[src/rtl/z80_idx_exec.sv]
// z80_idx_exec: executes one Z80 indexed instruction, either LD (IX/IY+d),n or
// LD r,(IX/IY+d). It fetches the instruction bytes over a simple req/ack bus,
// performs the data access, and then emits a one-cycle retirement record.
// Ports: clk/reset_n; start with ip_in/ix_in/iy_in; busy; mem_* bus master;
//        reg_* 8-bit register write; z80fi_* retirement record; error pulse.
module z80_idx_exec #(
  parameter int unsigned ACK_TIMEOUT = 15
) (
  input  logic        clk,
  input  logic        reset_n,
  input  logic        start,
  input  logic [15:0] ip_in,
  input  logic [15:0] ix_in,
  input  logic [15:0] iy_in,
  output logic        busy,
  output logic        mem_req,
  output logic        mem_wr,
  output logic [15:0] mem_addr,
  output logic [7:0]  mem_wdata,
  input  logic        mem_ack,
  input  logic [7:0]  mem_rdata,
  output logic        reg_we,
  output logic [2:0]  reg_sel,
  output logic [7:0]  reg_wdata,
  output logic        z80fi_valid,
  output logic [31:0] z80fi_insn,
  output logic [2:0]  z80fi_insn_len,
  output logic [15:0] z80fi_reg_ip_in,
  output logic [15:0] z80fi_reg_ip_out,
  output logic [15:0] z80fi_reg_ix_in,
  output logic [15:0] z80fi_reg_iy_in,
  output logic        z80fi_mem_wr,
  output logic        z80fi_mem_rd,
  output logic [15:0] z80fi_mem_waddr,
  output logic [15:0] z80fi_mem_raddr,
  output logic [7:0]  z80fi_mem_wdata,
  output logic [7:0]  z80fi_mem_rdata,
  output logic        error
);

  typedef enum logic [2:0] {
    IDLE, F_PFX, F_OP, F_D, F_N, MEM_WR, MEM_RD, RETIRE
  } state_t;

  state_t      r_state;
  state_t      w_next;
  logic [15:0] r_ip;
  logic [15:0] r_ix;
  logic [15:0] r_iy;
  logic [31:0] r_insn;
  logic [7:0]  r_rdata;
  logic [31:0] r_wait;
  logic        r_error;

  logic        w_err;
  logic        w_req;
  logic [15:0] w_addr;
  logic [15:0] w_base;
  logic [15:0] w_ea;
  logic        w_is_st;
  logic        w_is_ld;
  logic        w_ret;
  logic [2:0]  w_len;

  assign w_base  = (r_insn[7:0] == 8'hDD) ? r_ix : r_iy;
  assign w_ea    = w_base + {{8{r_insn[23]}}, r_insn[23:16]};
  assign w_is_st = (r_insn[15:8] == 8'h36);
  // LD r,(IX/IY+d): 01 rrr 110 with rrr != 110 (0x76 is HALT)
  assign w_is_ld = (mem_rdata[7:6] == 2'b01) && (mem_rdata[2:0] == 3'b110) &&
                   (mem_rdata[5:3] != 3'b110);
  assign w_ret   = (r_state == RETIRE);
  assign w_len   = w_is_st ? 3'd4 : 3'd3;

  always_ff @(posedge clk or negedge reset_n) begin
    if (!reset_n) r_state <= IDLE;
    else          r_state <= w_next;
  end

  always_comb begin
    w_next = r_state;
    w_err  = 1'b0;
    w_req  = 1'b0;
    w_addr = '0;
    case (r_state)
      IDLE:   if (start) w_next = F_PFX;
      F_PFX: begin
        w_req  = 1'b1;
        w_addr = r_ip;
        if (mem_ack) begin
          if (mem_rdata == 8'hDD || mem_rdata == 8'hFD) w_next = F_OP;
          else begin w_next = IDLE; w_err = 1'b1; end
        end
      end
      F_OP: begin
        w_req  = 1'b1;
        w_addr = r_ip + 16'd1;
        if (mem_ack) begin
          if (mem_rdata == 8'h36 || w_is_ld) w_next = F_D;
          else begin w_next = IDLE; w_err = 1'b1; end
        end
      end
      F_D: begin
        w_req  = 1'b1;
        w_addr = r_ip + 16'd2;
        if (mem_ack) w_next = w_is_st ? F_N : MEM_RD;
      end
      F_N: begin
        w_req  = 1'b1;
        w_addr = r_ip + 16'd3;
        if (mem_ack) w_next = MEM_WR;
      end
      MEM_WR, MEM_RD: begin
        w_req  = 1'b1;
        w_addr = w_ea;
        if (mem_ack) w_next = RETIRE;
      end
      RETIRE: w_next = IDLE;
      default: w_next = IDLE;
    endcase
    if (w_req && !mem_ack && (r_wait == ACK_TIMEOUT)) begin
      w_next = IDLE;
      w_err  = 1'b1;
    end
  end

  always_ff @(posedge clk or negedge reset_n) begin
    if (!reset_n) begin
      r_ip    <= '0;
      r_ix    <= '0;
      r_iy    <= '0;
      r_insn  <= '0;
      r_rdata <= '0;
      r_wait  <= '0;
      r_error <= 1'b0;
    end else begin
      r_error <= w_err;
      if (r_state == IDLE) begin
        r_wait <= '0;
        if (start) begin
          r_ip    <= ip_in;
          r_ix    <= ix_in;
          r_iy    <= iy_in;
          r_insn  <= '0;
          r_rdata <= '0;
        end
      end else if (w_req) begin
        if (mem_ack) begin
          r_wait <= '0;
          case (r_state)
            F_PFX:   r_insn[7:0]   <= mem_rdata;
            F_OP:    r_insn[15:8]  <= mem_rdata;
            F_D:     r_insn[23:16] <= mem_rdata;
            F_N:     r_insn[31:24] <= mem_rdata;
            MEM_RD:  r_rdata       <= mem_rdata;
            default: ;
          endcase
        end else begin
          r_wait <= r_wait + 32'd1;
        end
      end
    end
  end

  assign busy      = (r_state != IDLE);
  assign mem_req   = w_req;
  assign mem_addr  = w_addr;
  assign mem_wr    = (r_state == MEM_WR);
  assign mem_wdata = (r_state == MEM_WR) ? r_insn[31:24] : 8'h00;
  assign error     = r_error;

  assign reg_we    = w_ret && !w_is_st;
  assign reg_sel   = (w_ret && !w_is_st) ? r_insn[13:11] : 3'd0;
  assign reg_wdata = (w_ret && !w_is_st) ? r_rdata : 8'h00;

  assign z80fi_valid      = w_ret;
  assign z80fi_insn       = w_ret ? r_insn : '0;
  assign z80fi_insn_len   = w_ret ? w_len : 3'd0;
  assign z80fi_reg_ip_in  = w_ret ? r_ip : '0;
  assign z80fi_reg_ip_out = w_ret ? (r_ip + {13'd0, w_len}) : '0;
  assign z80fi_reg_ix_in  = w_ret ? r_ix : '0;
  assign z80fi_reg_iy_in  = w_ret ? r_iy : '0;
  assign z80fi_mem_wr     = w_ret && w_is_st;
  assign z80fi_mem_rd     = w_ret && !w_is_st;
  assign z80fi_mem_waddr  = (w_ret && w_is_st) ? w_ea : '0;
  assign z80fi_mem_wdata  = (w_ret && w_is_st) ? r_insn[31:24] : 8'h00;
  assign z80fi_mem_raddr  = (w_ret && !w_is_st) ? w_ea : '0;
  assign z80fi_mem_rdata  = (w_ret && !w_is_st) ? r_rdata : 8'h00;

endmodule

[config.mk]
export PLATFORM = sky130hd
export DESIGN_NAME = z80_idx_exec
export DESIGN_NICKNAME = d
export VERILOG_FILES = /design/src/rtl/z80_idx_exec.sv
export SDC_FILE = /design/constraint.sdc
export NUM_CORES = 1
export LEC_CHECK = 0
export ABC_AREA = 1
export CORE_MARGIN = 2
export CORE_UTILIZATION = 36
export DETAILED_ROUTE_END_ITERATION = 6
export SETUP_SLACK_MARGIN = 0.1
export SYNTH_ARGS = -nofsm -noshare
export SYNTH_HDL_FRONTEND = slang
export SYNTH_SLANG_ARGS = --single-unit
[constraint.sdc]
create_clock -name clk -period 10.35 [get_ports clk]
set_clock_uncertainty 0.2 [all_clocks]
set_input_delay 2.07 -clock clk [delete_from_list [all_inputs] [get_ports clk]]
set_output_delay 2.07 -clock clk [all_outputs]
set_load 0.05 [all_outputs]
After elaboration in Yosys (flattened, before gate mapping)
Cells that the tools add are included.

Output and inout port bits: 190. Logic and storage cells: 117. Bits in registers: 124.

Muxes and demuxes: 49. Add/sub/neg operators: 6. Eq/ne operators: 23. Reductions and logical operators: 28.

Operators by type and width (count): $mux 32 (8); $mux 16 (7); $mux 8 (12); $pmux 16 s5 (1); $add 16x2->16 const B (2); $add 32x1->32 const B (1); $eq 32x4->1 const B (1); $mux 3 (10); $eq 8x8->1 const B (3); $ne 3x3->1 const B (7); $pmux 3 s7 (1); $reduce_and 4->1 (5); $add 16x1->16 const B (1); $add 16x16->16 (1); $add 16x3->16 (1); $eq 8x6->1 const B (2); $eq 3x3->1 const B (5); $reduce_bool 2->1 (7); $eq 3x2->1 const B (2); $logic_and 1x1->1 (6); $mux 1 (6); $mux 2 (3); $reduce_and 6->1 (1); $reduce_or 6->1 (1); 10 further kinds (12).

Longest topological paths before layout
Depth after elaboration: 8. Depth in mapped cells: 19.

Worst setup path after synthesis
No wires, ideal clock.

Path kind: reg-to-output. Start point: register r_insn[13]. End point: output z80fi_reg_ip_out[14]. Stages on the path, launching flop included: 15. Buffers on the path: 1. Required time: 8.080 ns. Slack: 4.984 ns. Data arrival time: 3.096 ns. Path through: dfrtp_1 -> nand2_1 -> nor3_1 -> nand4_1 -> clkbuf_1 -> ha_1 -> inv_1 -> fa_1 -> inv_1 -> nand2_1 -> nand2_1 -> nand2_1 -> nor2_1 -> a31oi_1 -> nor3_1.

Cells in the longest elaborated chain, start to end: 4.

RTL lines: start: declaration (RTL line 50) `logic [31:0] r_insn;`; start signal: assignment (RTL line 151) `F_OP: r_insn[15:8] <= mem_rdata;`; $eq 8x6->1 (RTL line 67) `assign w_is_st = (r_insn[15:8] == 8'h36);`; $mux 3 (RTL line 72) `assign w_len = w_is_st ? 3'd4 : 3'd3;`; $add 16x3->16 (RTL line 179) `assign z80fi_reg_ip_out = w_ret ? (r_ip + {13'd0, w_len}) : '0;`; $mux 16 (RTL line 179); end: declaration (RTL line 29) `output logic [15:0] z80fi_reg_ip_out,`.

No other way between the ends.

Worst setup path in the final report
Start point: register r_insn[7]. End point: output mem_addr[4].

Cells in the longest elaborated chain, start to end: 4.

RTL lines: start signal: assignment (RTL line 150) `F_PFX: r_insn[7:0] <= mem_rdata;`; $eq 8x8->1 (RTL line 65) `assign w_base = (r_insn[7:0] == 8'hDD) ? r_ix : r_iy;`; $mux 16 (RTL line 65); $add 16x16->16 (RTL line 66) `assign w_ea = w_base + {{8{r_insn[23]}}, r_insn[23:16]};`; $pmux 16 s5 (RTL line 84) `case (r_state)`; end: declaration (RTL line 18) `output logic [15:0] mem_addr,`.

No other way between the ends.

==> run_results.csv <==
group,metric,value,unit
clock_tree,numCtsBuffers,17,
timing,max_slew_margin,31.9,%
worst_setup_path,path_cells,"nand2_1 > nor2_1 > nand3_1 > o21ai_0 > ha_1 > inv_1 > fa_1 > inv_1 > nand3_1 > nand3_1 > xor2_1 > inv_1 > o211ai_1 > clkdlybuf4s50_1",
detailed_routing,viasPerCell,4.93,
flow_run,maxCapViolations,0,
floorplan,ios,250,
clock_tree,cts_buffer_depth,2,
floorplan,die_h,163,µm
timing,finalCritPeriodShare,67.7,%
floorplan,rows,58,
yosys,synthesis.instances,1411,
grt,grt_max_degree,98,
detailed_routing,dr.pass1.iters,7,
worst_setup_path,worstSetupPathType,"flop to output pin",
floorplan,start_util,36.5,%
layout,drive_gt1_share,4.65,%
floorplan,die-area,0.0267,mm²
place,gp_congestion,0.942,
timing,worst_slack,3.34,ns
worst_setup_path,crit_required,8.08,ns
worst_setup_path,slowest_delay,0.84,ns
timing,rsz0062_at_grt,"no",
worst_setup_path,cp-start-kind,"flop",
timing,fmax,143,MHz
run_status,violations,"DRC",
timing,setup_tns,0,ns
layout,instances_no_fill,1966,
clock_tree,cts-resized-gates,0,
place,dp_hpwl,24700,µm
yosys,synth_seq_cells,124,
worst_setup_path,path_max_fanout,29,
grt,grt-ovfl-total,0,
timing,slew_violations,0,
timing,layout_min_cycle_time,7.01,ns
yosys,yosysWarnings,0,
clock_tree,clkSlewWorstSetupHoldPaths,0.07,ns
timing,finalSetupViolCount,0,
yosys,ys.flop_type,"dfrtp_1",
clock_tree,clkSinkCount,124,
min_path,hold_class,"flop to flop",
layout,area_growth_syn_to_layout,34.8,%
yosys,synth.distinct_cells,46,
clock_tree,cts_root_buf,"clkbuf_16",
power_and_ir_drop,ir_drop,0.148,mV
detailed_routing,drtIter0Drc,676,
worst_setup_path,crit_path_end_kind,"output pin",
yosys,syn-num-nets,1498,
power_and_ir_drop,power.density,286,mW/mm²
yosys,synth-edff-count,0,
place,port_buffers,249,
timing,tightest_slew,1.02,ns
clock_tree,cts_tree,"built",
timing,finalHoldViolCount,0,
clock_tree,cts_hold_buf,0,
floorplan,die_w,163,µm
grt,grt_first_pass_wirelength,51000,µm
yosys,syn_area,0.00914,mm²
run_status,status,"finished, violations left",
yosys,syn_area_per_cell,6.47,µm²
layout,diodes,0,
grt,track_usage,24.5,%
yosys,async_flop_share,100,%
detailed_routing,wl_per_cell,16.5,µm
worst_setup_path,crit_family,"simple AND/OR/NAND/NOR gates",
detailed_routing,route.detailed.drc,5,
floorplan,core_area,0.0250,mm²
worst_setup_path,critPathBufInv,4,
worst_setup_path,arrival,4.74,ns
clock_tree,cts_htree_levels,4,
power_and_ir_drop,power.leakage,5.79,nW
worst_setup_path,slowest_stage,"clkdlybuf4s50_1",
timing,holdWs,0.295,ns
layout,fin_nets,1710,
clock_tree,worst_skew_pair.late_latency,0.43,ns
layout,fin_util,49.2,%
grt,antenna_found_initial,0,
detailed_routing,vias,9695,
grt,grt_pass1_vias,9398,
clock_tree,cts_setup_buffers,0,
yosys,ys_seq_area_share,34.0,%
place,dp_worst_setup_slack,3.84,ns
place,post-place-cells,1934,
detailed_routing,drt_wl_total,32400,µm
detailed_routing,ant_nets,0,
-- worst reg2reg max path, stage by stage (launching register included) --
cell and delay (ns):
dfrtp_1 0.74, nand2_2 0.20, nor2_4 0.43, clkinv_2 0.60, buf_4 0.52, nand4_1 0.30
xor2_1 0.16, nor2_1 0.06
-- final timing paths --
kind	start	end	slack (ns)	depth (start not counted)
worst min-delay path	r_rdata[1]$_DFFE_PN0P_	r_rdata[1]$_DFFE_PN0P_	0.29	2
worst max register to register	r_state[1]$_DFFE_PN0P_	r_wait[15]$_DFFE_PN0P_	7.01	7
max in group asynchronous	reset_n	r_iy[9]$_DFFE_PN0P_	7.01	2
worst min register to register	r_rdata[1]$_DFFE_PN0P_	r_rdata[1]$_DFFE_PN0P_	0.29	2
min in group asynchronous	reset_n	r_wait[19]$_DFFE_PN0P_	1.48	1
worst max-delay path	r_insn[7]$_DFFE_PN0P_	mem_addr[4]	3.34	14
-- layout by cell type, fill, tap and decap left out, types with 3 or more instances in the layout --
| master | instances |
|---|---|
| nand3_1 | 96 |
| buf_4 | 4 |
| nor3_1 | 34 |
| nor2_2 | 4 |
| nand4_1 | 26 |
| xnor2_1 | 4 |
| o21ai_2 | 9 |
| o211ai_1 | 4 |
| ha_1 | 24 |
| clkbuf_16 | 17 |
| nand2_1 | 290 |
| inv_2 | 4 |
| a22oi_1 | 3 |
| fa_1 | 3 |
| a21oi_1 | 100 |
| nor4_1 | 3 |
| o21ai_1 | 18 |
| xor2_1 | 8 |
| nand3b_1 | 4 |
| o21ai_0 | 58 |
| inv_1 | 205 |
| inv_8 | 6 |
| inv_6 | 3 |
| or2_2 | 5 |
| nand2_2 | 3 |
| a31oi_1 | 3 |
| clkdlybuf4s50_1 | 248 |
| nor2_1 | 294 |
| dfrtp_1 | 124 |
| nor2_4 | 5 |
-- flip-flops by register name (all words and copies together) (netlist names) --
register  cells
r_wait       32
r_ix         16
r_ip         16
r_insn       32
r_iy         16
r_state       3
r_rdata       8
error         1
-- through the flow --
step	total power [mW]	cell area (µm²)
4_1_cts	3.52	12300
5_1_grt	3.78	12300
3_3_place_gp	2.88	11700
6_report	3.52	12300
3_5_place_dp	2.89	11700
2_1_floorplan	2.23	9140
-- Yosys cell counts, types with 18 or more instances --
library cell,number,area share [%]
nor2_1,294,12
nand2_1,290,12
inv_1,205,8.4
dfrtp_1,124,34
a21oi_1,100,5.5
nand3_1,96,5.3
o21ai_0,58,3.2
nor3_1,34,1.9
nand4_1,26,1.8
buf_2,25,1.4
ha_1,24,3.3
o21ai_1,18,0.99
-- kinds of logic after synthesis --
group | Yosys count | share of synthesized area (%)
AO/OA/AOI/OAI | 203 | 12.2
XOR/XNOR | 12 | 1.15
adder cells (fa/ha/maj) | 27 | 3.94
buffers and inverters | 270 | 12.5
flip-flops | 124 | 34.0
multiplexers | 1 | 0.110
AND/OR/NAND/NOR | 774 | 36.0
-- cell type report --
type                       instances  area (µm²)
tap                              330         413
sequential                       124        3100
fill                            2558       12700
multi-input combinational       1017        4890
timing repair buffer             252        2510
inverter                         211         796
clock buffer                      17         425
clock inverter                    15         173
-- metal layers --
layer  vias up  GRT usage [%]  share of wire, %  routed length (µm)
li1       4891              -                 -                   -
met1      4459           33.0                45               14700
met2       303           39.8                47               15100
met3        42           5.18               5.8                1890
met4         0           6.72               2.0                 654
met5         -              0                 0                   0
-- where the power goes --
part           internal [mW]  switching (mW)
sequential             0.646           0.155
combinational          0.612            1.48
clock                  0.346           0.279
total                   1.60            1.91
Power figures use the tool's default switching activity.
==> RTL edit: new RTL, config.mk and constraints unchanged <==
Register the output `error` once more; this adds one clock of latency there. The other outputs are not delayed to match.
--- a/src/rtl/z80_idx_exec.sv
+++ b/src/rtl/z80_idx_exec.sv
@@ -166,7 +166,9 @@
   assign mem_addr  = w_addr;
   assign mem_wr    = (r_state == MEM_WR);
   assign mem_wdata = (r_state == MEM_WR) ? r_insn[31:24] : 8'h00;
-  assign error     = r_error;
+  always_ff @(posedge clk) begin
+    error <= r_error;
+  end
 
   assign reg_we    = w_ret && !w_is_st;
   assign reg_sel   = (w_ret && !w_is_st) ? r_insn[13:11] : 3'd0;
Check against the original RTL: not equivalent (Yosys sat finds a counterexample within 4 cycles, from zero or initial values and one cycle with reset_n low).
==> RTL edit against the original RTL <==
Sequential power grew 1%. Routed wire length is 0.21% lower. Worst setup slack gained 0.23 ns. Critical path type unchanged. First-iteration DRC count rose by 7.2%. Clock power grew 3%. Sequential cell count rose by 1. Power is 0.33% higher. Design area is 0.23% lower. Area after synthesis down 0.42%. Via count up 0.33%.
==> RTL edit: results (changes against the original RTL) <==
stage	metric	value	unit	change
status	status	finished clean		
synthesis	avgSynthCellArea	6.46	sq um	-0.14%
routing	wl_met2	15000	um	-0.42%
global_routing	grtUsageTotal	24.6	%	+0.13 points
setup_path	worstPathArrival	4.51	ns	-0.23 ns
routing	wl_met1	14500	um	-1.6%
min_path	min_to	error$_DFF_P_		
routing	drt_first_iter_violations	725		+7.2%
routing	firstDrtPassIters	5		-2
synthesis	synth.most_common_cell	nand2_1		
global_routing	grt_pass1_wl	51100	um	+0.26%
setup_path	rr_endpoint	r_state[0]$_DFFE_PN0P_		
global_routing	grt_max_degree	97		-1.0%
floorplan	start_util	36.4	%	-0.049 points
synthesis	synthTopCellsByArea	dfrtp_1, nand2_1, nor2_1		
place	gp_congestion	0.911		-3.3%
finish	nFillCells	2595		+1.4%
cts	post_cts_buffers	0		unchanged
synthesis	ys_seq_area_share	34.3	%	+0.36 points
global_routing	antenna_found_initial	3		+3
finish	fin_nets	1700		-0.58%
global_routing	overflow	0		unchanged
min_path	hold_path.class	register to register		
setup_path	worst_r2r_path_depth	9		+2
finish	final_cells	1958		-0.41%
place	io_buffers	249		unchanged
power_and_ir_drop	p_leak	0.00579	uW	+0.13%
finish	drive_gt1_share	3.94	%	-0.71 points
synthesis	synthTopCellsByCount	nand2_1, nor2_1, inv_1		
setup_path	rrSetupSlack	7.29	ns	+0.28 ns
routing	wl_met3	2050	um	+8.4%
synthesis	async_flop_share	99.2	%	-0.80 points
cts	cts_root_buffer	clkbuf_16		
min_path	hold_path_depth	0		-2
power_and_ir_drop	ir_worst_vdd	0.000140	V	-5.3%
place	placedCellCount	1924		-0.52%
setup_path	cp_slowest_stage_delay	0.80	ns	-0.04 ns
synthesis	synth_cell_types	47		+2.2%
min_path	hp-start	r_error$_DFF_PN0_		
routing	wirelength	32300	um	-0.21%
timing	worstMarginPinSlew	1.03	ns	+0.00644 ns
place	dp_hpwl	24800	um	+0.40%
synthesis	syn-num-nets	1494		-0.27%
routing	viasPerCell	4.97		+0.74%
finish	multi_input_area	4860	sq um	-0.69%
cts	numCtsBuffers	17		unchanged
cts	cts_resized	0		unchanged
routing	highest_layer	met5		
global_routing	grt_pass1_vias	9363		-0.37%
place	place_area	11700	sq um	-0.47%
==> RTL edit: through the flow <==
stage,setup WS [ns],hold slack [ns]
floorplan,5.02,0.124
global placement,4.16,0.191
detailed placement,4.03,0.202
CTS,3.55,0.216
global route,3.22,0.220
finish,3.57,0.216
==> RTL edit: final cells by class <==
class / instances / share of cell area, %
sequential: 125 / 25.4
clock buffer: 17 / 3.46
timing repair buffer: 251 / 20.4
inverter: 203 / 6.20
clock inverter: 15 / 1.58
multi-input combinational: 1015 / 39.5
tap: 330 / 3.36
antenna: 2 / 0.0407
==> RTL edit: worst max-delay path by stage <==
stage / from / to / slack [ns] / depth (start not counted)
after floorplan: r_insn[7]$_DFFE_PN0P_ / mem_addr[4] / 5.02 / 15
after global placement: r_insn[7]$_DFFE_PN0P_ / mem_addr[6] / 4.16 / 14
after detailed placement: r_insn[7]$_DFFE_PN0P_ / mem_addr[6] / 4.03 / 14
after CTS: r_insn[7]$_DFFE_PN0P_ / mem_addr[6] / 3.55 / 14
after global routing: r_insn[2]$_DFFE_PN0P_ / mem_addr[4] / 3.22 / 14
final: r_insn[7]$_DFFE_PN0P_ / mem_addr[6] / 3.57 / 14
==> RTL edit: per-layer routing <==
layer	up-vias	GRT usage (%)
li1	4860	-
met1	4543	32.6
met2	280	40.6
met3	42	5.22
met4	2	7.04
met5	-	0
==> RTL edit: logic make-up after synthesis <==
logic type,share of synthesized area [%]
compound gates,11.9
xor+xnor,1.16
fa+ha+maj,3.96
buf+inv,12.4
flops,34.3
mux,0.110
simple gates,36.2
==> RTL edit: power breakdown <==
group	internal (uW)	total, uW	switching (uW)
Combinational	613	2070	1460
Sequential	653	813	160
Clock	370	642	272
==> RTL edit: critical path: cells and delay by family, from the launching register on <==
family / cells / cell delay [ns]
xor+xnor: 1 / 0.13
fa+ha+maj: 2 / 0.63
compound gates: 1 / 0.43
flops: 1 / 0.37
simple gates: 7 / 1.53
buf+inv: 3 / 0.96
